--- src/rtl/ifft_butterfly_pipe.sv ---
// Radix-2 DIT butterfly: y0 = a + b*w, y1 = a - b*w over a 4-stage valid/ready pipeline
// fed by a registered twiddle ROM pair. Define IFFT_BFLY_SAT_EN for saturation and sticky out_ovf.
module ifft_butterfly_pipe #(
  parameter int DATA_W = 16,
  parameter int FRAC_W = 8,
  parameter int ADDR_W = 5
) (
  input  logic              clk,
  input  logic              rst_n,
  input  logic              in_valid,
  output logic              in_ready,
  input  logic [DATA_W-1:0] in_a_re,
  input  logic [DATA_W-1:0] in_a_im,
  input  logic [DATA_W-1:0] in_b_re,
  input  logic [DATA_W-1:0] in_b_im,
  input  logic [ADDR_W-1:0] in_tw_idx,
  output logic [ADDR_W-1:0] tw_addr,
  input  logic [DATA_W-1:0] tw_re,
  input  logic [DATA_W-1:0] tw_im,
  output logic              out_valid,
  input  logic              out_ready,
  output logic [DATA_W-1:0] out_y0_re,
  output logic [DATA_W-1:0] out_y0_im,
  output logic [DATA_W-1:0] out_y1_re,
  output logic [DATA_W-1:0] out_y1_im,
  output logic              out_ovf
);

  localparam int PW  = 2 * DATA_W;
  localparam int SW  = PW + 1;
  localparam int PRW = DATA_W + 1;
  localparam int YW  = DATA_W + 2;
  localparam logic [DATA_W-1:0] ZERO_D = {DATA_W{1'b0}};
  localparam logic [PRW-1:0]    ZERO_P = {PRW{1'b0}};

  logic                     en_s;
  logic                     v1_r, v2_r, v3_r, en_q_r;
  logic signed [DATA_W-1:0] a1_re_r, a1_im_r, b1_re_r, b1_im_r;
  logic signed [DATA_W-1:0] a2_re_r, a2_im_r, b2_re_r, b2_im_r;
  logic signed [DATA_W-1:0] a3_re_r, a3_im_r;
  logic signed [PRW-1:0]    p_re_r, p_im_r, p_re_s, p_im_s;
  logic signed [DATA_W-1:0] tw_hold_re_r, tw_hold_im_r, w_re_s, w_im_s;
  logic signed [PW-1:0]     m_rr_s, m_ii_s, m_ri_s, m_ir_s;
  logic signed [SW-1:0]     sum_re_s, sum_im_s;
  logic [DATA_W-1:0]        y0_re_s, y0_im_s, y1_re_s, y1_im_s;

  // Global stall: every stage advances together, so bubbles never collapse.
  assign en_s     = !out_valid || out_ready;
  assign in_ready = en_s;

  always_ff @(posedge clk) begin
    if (!rst_n) begin
      v1_r    <= 1'b0;
      v2_r    <= 1'b0;
      tw_addr <= {ADDR_W{1'b0}};
      a1_re_r <= ZERO_D; a1_im_r <= ZERO_D; b1_re_r <= ZERO_D; b1_im_r <= ZERO_D;
      a2_re_r <= ZERO_D; a2_im_r <= ZERO_D; b2_re_r <= ZERO_D; b2_im_r <= ZERO_D;
    end else if (en_s) begin
      v1_r <= in_valid;
      if (in_valid) begin
        a1_re_r <= in_a_re; a1_im_r <= in_a_im;
        b1_re_r <= in_b_re; b1_im_r <= in_b_im;
        tw_addr <= in_tw_idx;
      end
      v2_r    <= v1_r;
      a2_re_r <= a1_re_r; a2_im_r <= a1_im_r;
      b2_re_r <= b1_re_r; b2_im_r <= b1_im_r;
    end
  end

  // Once a stall begins tw_addr may already name the S1 item, so S2 keeps a copy of its own twiddle.
  always_ff @(posedge clk) begin
    if (!rst_n) begin
      en_q_r       <= 1'b0;
      tw_hold_re_r <= ZERO_D;
      tw_hold_im_r <= ZERO_D;
    end else begin
      en_q_r <= en_s;
      if (en_q_r) begin
        tw_hold_re_r <= tw_re;
        tw_hold_im_r <= tw_im;
      end
    end
  end

  assign w_re_s = en_q_r ? tw_re : tw_hold_re_r;
  assign w_im_s = en_q_r ? tw_im : tw_hold_im_r;

  always_comb begin
    m_rr_s   = PW'(b2_re_r) * PW'(w_re_s);
    m_ii_s   = PW'(b2_im_r) * PW'(w_im_s);
    m_ri_s   = PW'(b2_re_r) * PW'(w_im_s);
    m_ir_s   = PW'(b2_im_r) * PW'(w_re_s);
    sum_re_s = SW'(m_rr_s) - SW'(m_ii_s);
    sum_im_s = SW'(m_ri_s) + SW'(m_ir_s);
    p_re_s   = PRW'(sum_re_s >>> FRAC_W);
    p_im_s   = PRW'(sum_im_s >>> FRAC_W);
  end

`ifdef IFFT_BFLY_SAT_EN
  logic signed [YW-1:0] y0_re_f, y0_im_f, y1_re_f, y1_im_f;
  logic                 ovf_s;

  function automatic logic ovf_y(input logic signed [YW-1:0] x);
    ovf_y = (x[YW-1:DATA_W-1] != {(YW-DATA_W+1){x[YW-1]}});
  endfunction

  function automatic logic [DATA_W-1:0] sat_y(input logic signed [YW-1:0] x);
    if (!ovf_y(x)) begin
      sat_y = x[DATA_W-1:0];
    end else if (x[YW-1]) begin
      sat_y = {1'b1, {(DATA_W-1){1'b0}}};
    end else begin
      sat_y = {1'b0, {(DATA_W-1){1'b1}}};
    end
  endfunction

  always_comb begin
    y0_re_f = YW'(a3_re_r) + YW'(p_re_r);
    y0_im_f = YW'(a3_im_r) + YW'(p_im_r);
    y1_re_f = YW'(a3_re_r) - YW'(p_re_r);
    y1_im_f = YW'(a3_im_r) - YW'(p_im_r);
    y0_re_s = sat_y(y0_re_f);
    y0_im_s = sat_y(y0_im_f);
    y1_re_s = sat_y(y1_re_f);
    y1_im_s = sat_y(y1_im_f);
    ovf_s   = ovf_y(y0_re_f) | ovf_y(y0_im_f) | ovf_y(y1_re_f) | ovf_y(y1_im_f);
  end

  // Sticky until reset; only a real transfer into S4 may raise it.
  always_ff @(posedge clk) begin
    if (!rst_n) begin
      out_ovf <= 1'b0;
    end else if (en_s && v3_r && ovf_s) begin
      out_ovf <= 1'b1;
    end
  end
`else
  always_comb begin
    y0_re_s = DATA_W'(YW'(a3_re_r) + YW'(p_re_r));
    y0_im_s = DATA_W'(YW'(a3_im_r) + YW'(p_im_r));
    y1_re_s = DATA_W'(YW'(a3_re_r) - YW'(p_re_r));
    y1_im_s = DATA_W'(YW'(a3_im_r) - YW'(p_im_r));
  end

  assign out_ovf = 1'b0;
`endif

  always_ff @(posedge clk) begin
    if (!rst_n) begin
      v3_r      <= 1'b0;
      a3_re_r   <= ZERO_D; a3_im_r <= ZERO_D;
      p_re_r    <= ZERO_P; p_im_r  <= ZERO_P;
      out_valid <= 1'b0;
      out_y0_re <= ZERO_D; out_y0_im <= ZERO_D;
      out_y1_re <= ZERO_D; out_y1_im <= ZERO_D;
    end else if (en_s) begin
      v3_r      <= v2_r;
      a3_re_r   <= a2_re_r; a3_im_r <= a2_im_r;
      p_re_r    <= p_re_s;  p_im_r  <= p_im_s;
      out_valid <= v3_r;
      out_y0_re <= y0_re_s; out_y0_im <= y0_im_s;
      out_y1_re <= y1_re_s; out_y1_im <= y1_im_s;
    end
  end

endmodule

--- config.mk ---
export PLATFORM = sky130hd
export DESIGN_NAME = ifft_butterfly_pipe
export DESIGN_NICKNAME = d
export VERILOG_FILES = /design/src/rtl/ifft_butterfly_pipe.sv
export SDC_FILE = /design/constraint.sdc
export NUM_CORES = 2
export LEC_CHECK = 0
export CORE_MARGIN = 2
export CORE_UTILIZATION = 58
export DETAILED_ROUTE_END_ITERATION = 8
export PLACE_DENSITY = 0.83
export RECOVER_POWER = 25
export SKIP_CTS_REPAIR_TIMING = 1
export SLEW_MARGIN = 20
export SYNTH_ARGS = -nofsm -noshare
export SYNTH_HDL_FRONTEND = slang
export SYNTH_SLANG_ARGS = --single-unit
export TNS_END_PERCENT = 100
--- constraint.sdc ---
create_clock -name clk -period 12 [get_ports clk]
set_input_delay 3.6 -clock clk [delete_from_list [all_inputs] [get_ports clk]]
set_output_delay 3.6 -clock clk [all_outputs]
set_load 0.005 [all_outputs]
==> flow_metrics.tcl <==
set metrics [dict create \
    status "finished with violations" \
    violations "capacitance limit, slew limit" \
    ys_warn_count 0 \
    grt.met2_usage_pct 50.5 \
    drt_first_pass_iters 7 \
    drtIter0Drc 2708 \
    rows 100 \
    ys_seq_area_share_pct 13.7 \
    synthTopCellsByArea "fa_1 (38%), dfxtp_1 (14%), ha_1 (9.1%), inv_1 (9.1%), and2_1 (7.8%)" \
    critical_path.top_delay_family "adder cells" \
    powerDensity_nw_per_um2 168 \
    syn_to_final_growth_pct 8.32 \
    syn_area_per_cell_um2 8.74 \
    grt-ovfl-total 0 \
    yosysTopAreaCell "fa_1" \
    initial_core_util_pct 58.5 \
    netlist_area_um2 43400 \
    netlist-cell-type-count 60 \
    design.die.area_um2 77000 \
    drv_cap 3 \
    slew_headroom_pct -144 \
    peakVddDrop_mv 0.282 \
    antenna_found_initial 3 \
    dp_hpwl_um 86900 \
    avgViaCountPerCell 5.52 \
    period_needed_ps 11350 \
    netlist.area_leader.share_pct 38.4 \
    cts_sinks 296 \
    instances_no_fill 5957 \
    crit_type "in2reg" \
    cp.arrival_ps 11790 \
    routed_wl_um 117000 \
    io_pins 177 \
    grt_busiest_layer "met2" \
    clk_pin_slew_ps 70 \
    placed_cells 5889 \
    drcViolationCount 0 \
    cts_buffers 36 \
    clockBufferDepth 3 \
    synth_seq_cells 296 \
    ant_nets 0 \
    layout-drive-gt1-share_pct 3.29 \
    end_kind "register" \
    p_leak_uw 0.0229 \
    synth_edf_count 0 \
    nNetsFinal 6212 \
    routedWlPerCell_um 19.6 \
    clkLatencyLatePin_ps 590 \
    finalSetupViolCount 0 \
    vias 32890 \
    startpoint_type "input port" \
    die_x_um 277 \
    use_met1_pct 40.6 \
    port_buffers 175 \
    grt_use_met3_pct 5.65 \
    synth_cells 4960 \
    cts_tree "yes" \
    synthesis.nets 6214 \
    cp.buffers_inverters 6 \
    crit_top_cell "fa_1" \
    core-area_um2 74200 \
    max_stage_delay_ps 1030 \
    total_power_uw 7870 \
    tightest_slew_ps 3640 \
    root_buffer "clkbuf_16" \
    path_max_fanout 29 \
    yosysMostFrequentCell "inv_1" \
    tns_ps 0 \
    rsz0062_at_grt "no" \
    h-tree-depth 2 \
    hold_slack_ps 432 \
    crit_slowest_cell "mux2_1" \
    hold_violations 0 \
    fin_worst_skew_ps 35.5 \
    synth_ff_type "dfxtp_1" \
    grt_pass1_wl_um 189000 \
    period_share_pct 94.6 \
    place_congestion 0.925 \
    postSynth.asyncResetShare_pct 0 \
    die_h_um 277 \
    post-route-util_pct 63.3 \
    fmax_ghz 0.0881 \
    grt_pass1_vias 35509 \
    hold_class "reg2reg" \
    worst_ep_required_time_ps 12440 \
    track_usage_pct 31.3 \
    synthTopCellsByCount "inv_1 (1049), fa_1 (832), nand2_1 (795)" \
    grt_max_degree 100 \
    slew_violations 223 \
]
cell families (layout without fill, tap and decap cells):
group,count (synthesis),in the layout,share of synthesized area (%)
muxes,39,39,1.06
adders and majority gates,1149,1149,47.5
DFF,296,296,13.7
AOI/OAI and AO/OA,410,410,5.41
xor gates and xnor gates,168,168,3.41
other,1,3,0.00865
and+or+nand+nor,1571,1571,17.3
buffers and inverters,1326,1352,11.6
worst min-delay path, delay by kind of cell, from the launching register on:
| kind | cells | cell delay, ps |
|---|---|---|
| DFF | 1 | 310 |
| and+or+nand+nor | 1 | 50 |
| AOI/OAI and AO/OA | 1 | 50 |
per-stage QoR:
stage	area (um^2)	setup WS [ps]
2_1_floorplan	43400	1550
3_5_place_dp	45700	536
5_1_grt	47000	333
3_3_place_gp	45700	743
6_report	47000	650
4_1_cts	47000	1110
report_power, final:
group | internal, uW | leakage, uW | switching, uW
sequential | 1160 | 0.00244 | 118
combinational | 2210 | 0.0198 | 3210
clock | 672 | 0.000625 | 502
cells in the final DEF, fill, tap and decap left out, types with 9 or more instances in the layout:
master / n
o21ai_0: 34
nor3_1: 16
a21o_1: 11
inv_1: 1047
xor2_1: 37
a21oi_1: 267
a31oi_1: 9
ha_1: 317
xnor2_1: 130
or2_2: 15
clkbuf_16: 37
dlygate4sd3_1: 52
buf_4: 60
nand3_1: 19
and2_1: 543
clkdlybuf4s50_1: 122
nor2_1: 120
or3_1: 19
o21bai_1: 9
a211oi_1: 33
mux2_1: 20
fa_1: 832
dfxtp_1: 293
nor2b_1: 12
nand2_1: 794
nand2b_1: 9
sequential cells by signal, indices dropped and copies added (netlist names), 5 cells and up:
| register | count |
|---|---|
| tw_addr | 5 |
| a2_im_r | 16 |
| b1_im_r | 16 |
| a1_im_r | 16 |
| out_y1_re | 16 |
| a2_re_r | 16 |
| b1_re_r | 16 |
| a3_im_r | 16 |
| out_y1_im | 16 |
| out_y0_im | 15 |
| tw_hold_im_r | 16 |
| out_y0_re | 15 |
| p_im_r | 16 |
| a3_re_r | 16 |
| tw_hold_re_r | 16 |
| a1_re_r | 16 |
| b2_re_r | 16 |
| b2_im_r | 16 |
| p_re_r | 16 |
cell type report:
class	instances	area, um^2
Antenna cell	2	5.00
Clock buffer	49	1050
Clock inverter	17	213
Fill cell	5843	27200
Inverter	1049	3940
Multi-Input combinational cell	3338	32400
Sequential cell	296	5930
Tap cell	969	1210
Timing Repair Buffer	237	2200
final timing paths:
check	from	endpoint	slack, ps	cells after the start
max	tw_re[10]	p_re_r[15]	650	27
min	b1_im_r[9]	b2_im_r[9]	430	2
max reg2reg	en_q_r	p_re_r[15]	2860	27
min reg2reg	b1_im_r[9]	b2_im_r[9]	430	2
per-layer routing:
layer,routed length (um),share of wire [%]
met1,44300,38
met2,54400,47
met3,10900,9.4
met4,7030,6.0
met5,0,0
No activity file was read; power rests on OpenSTA's default activity.
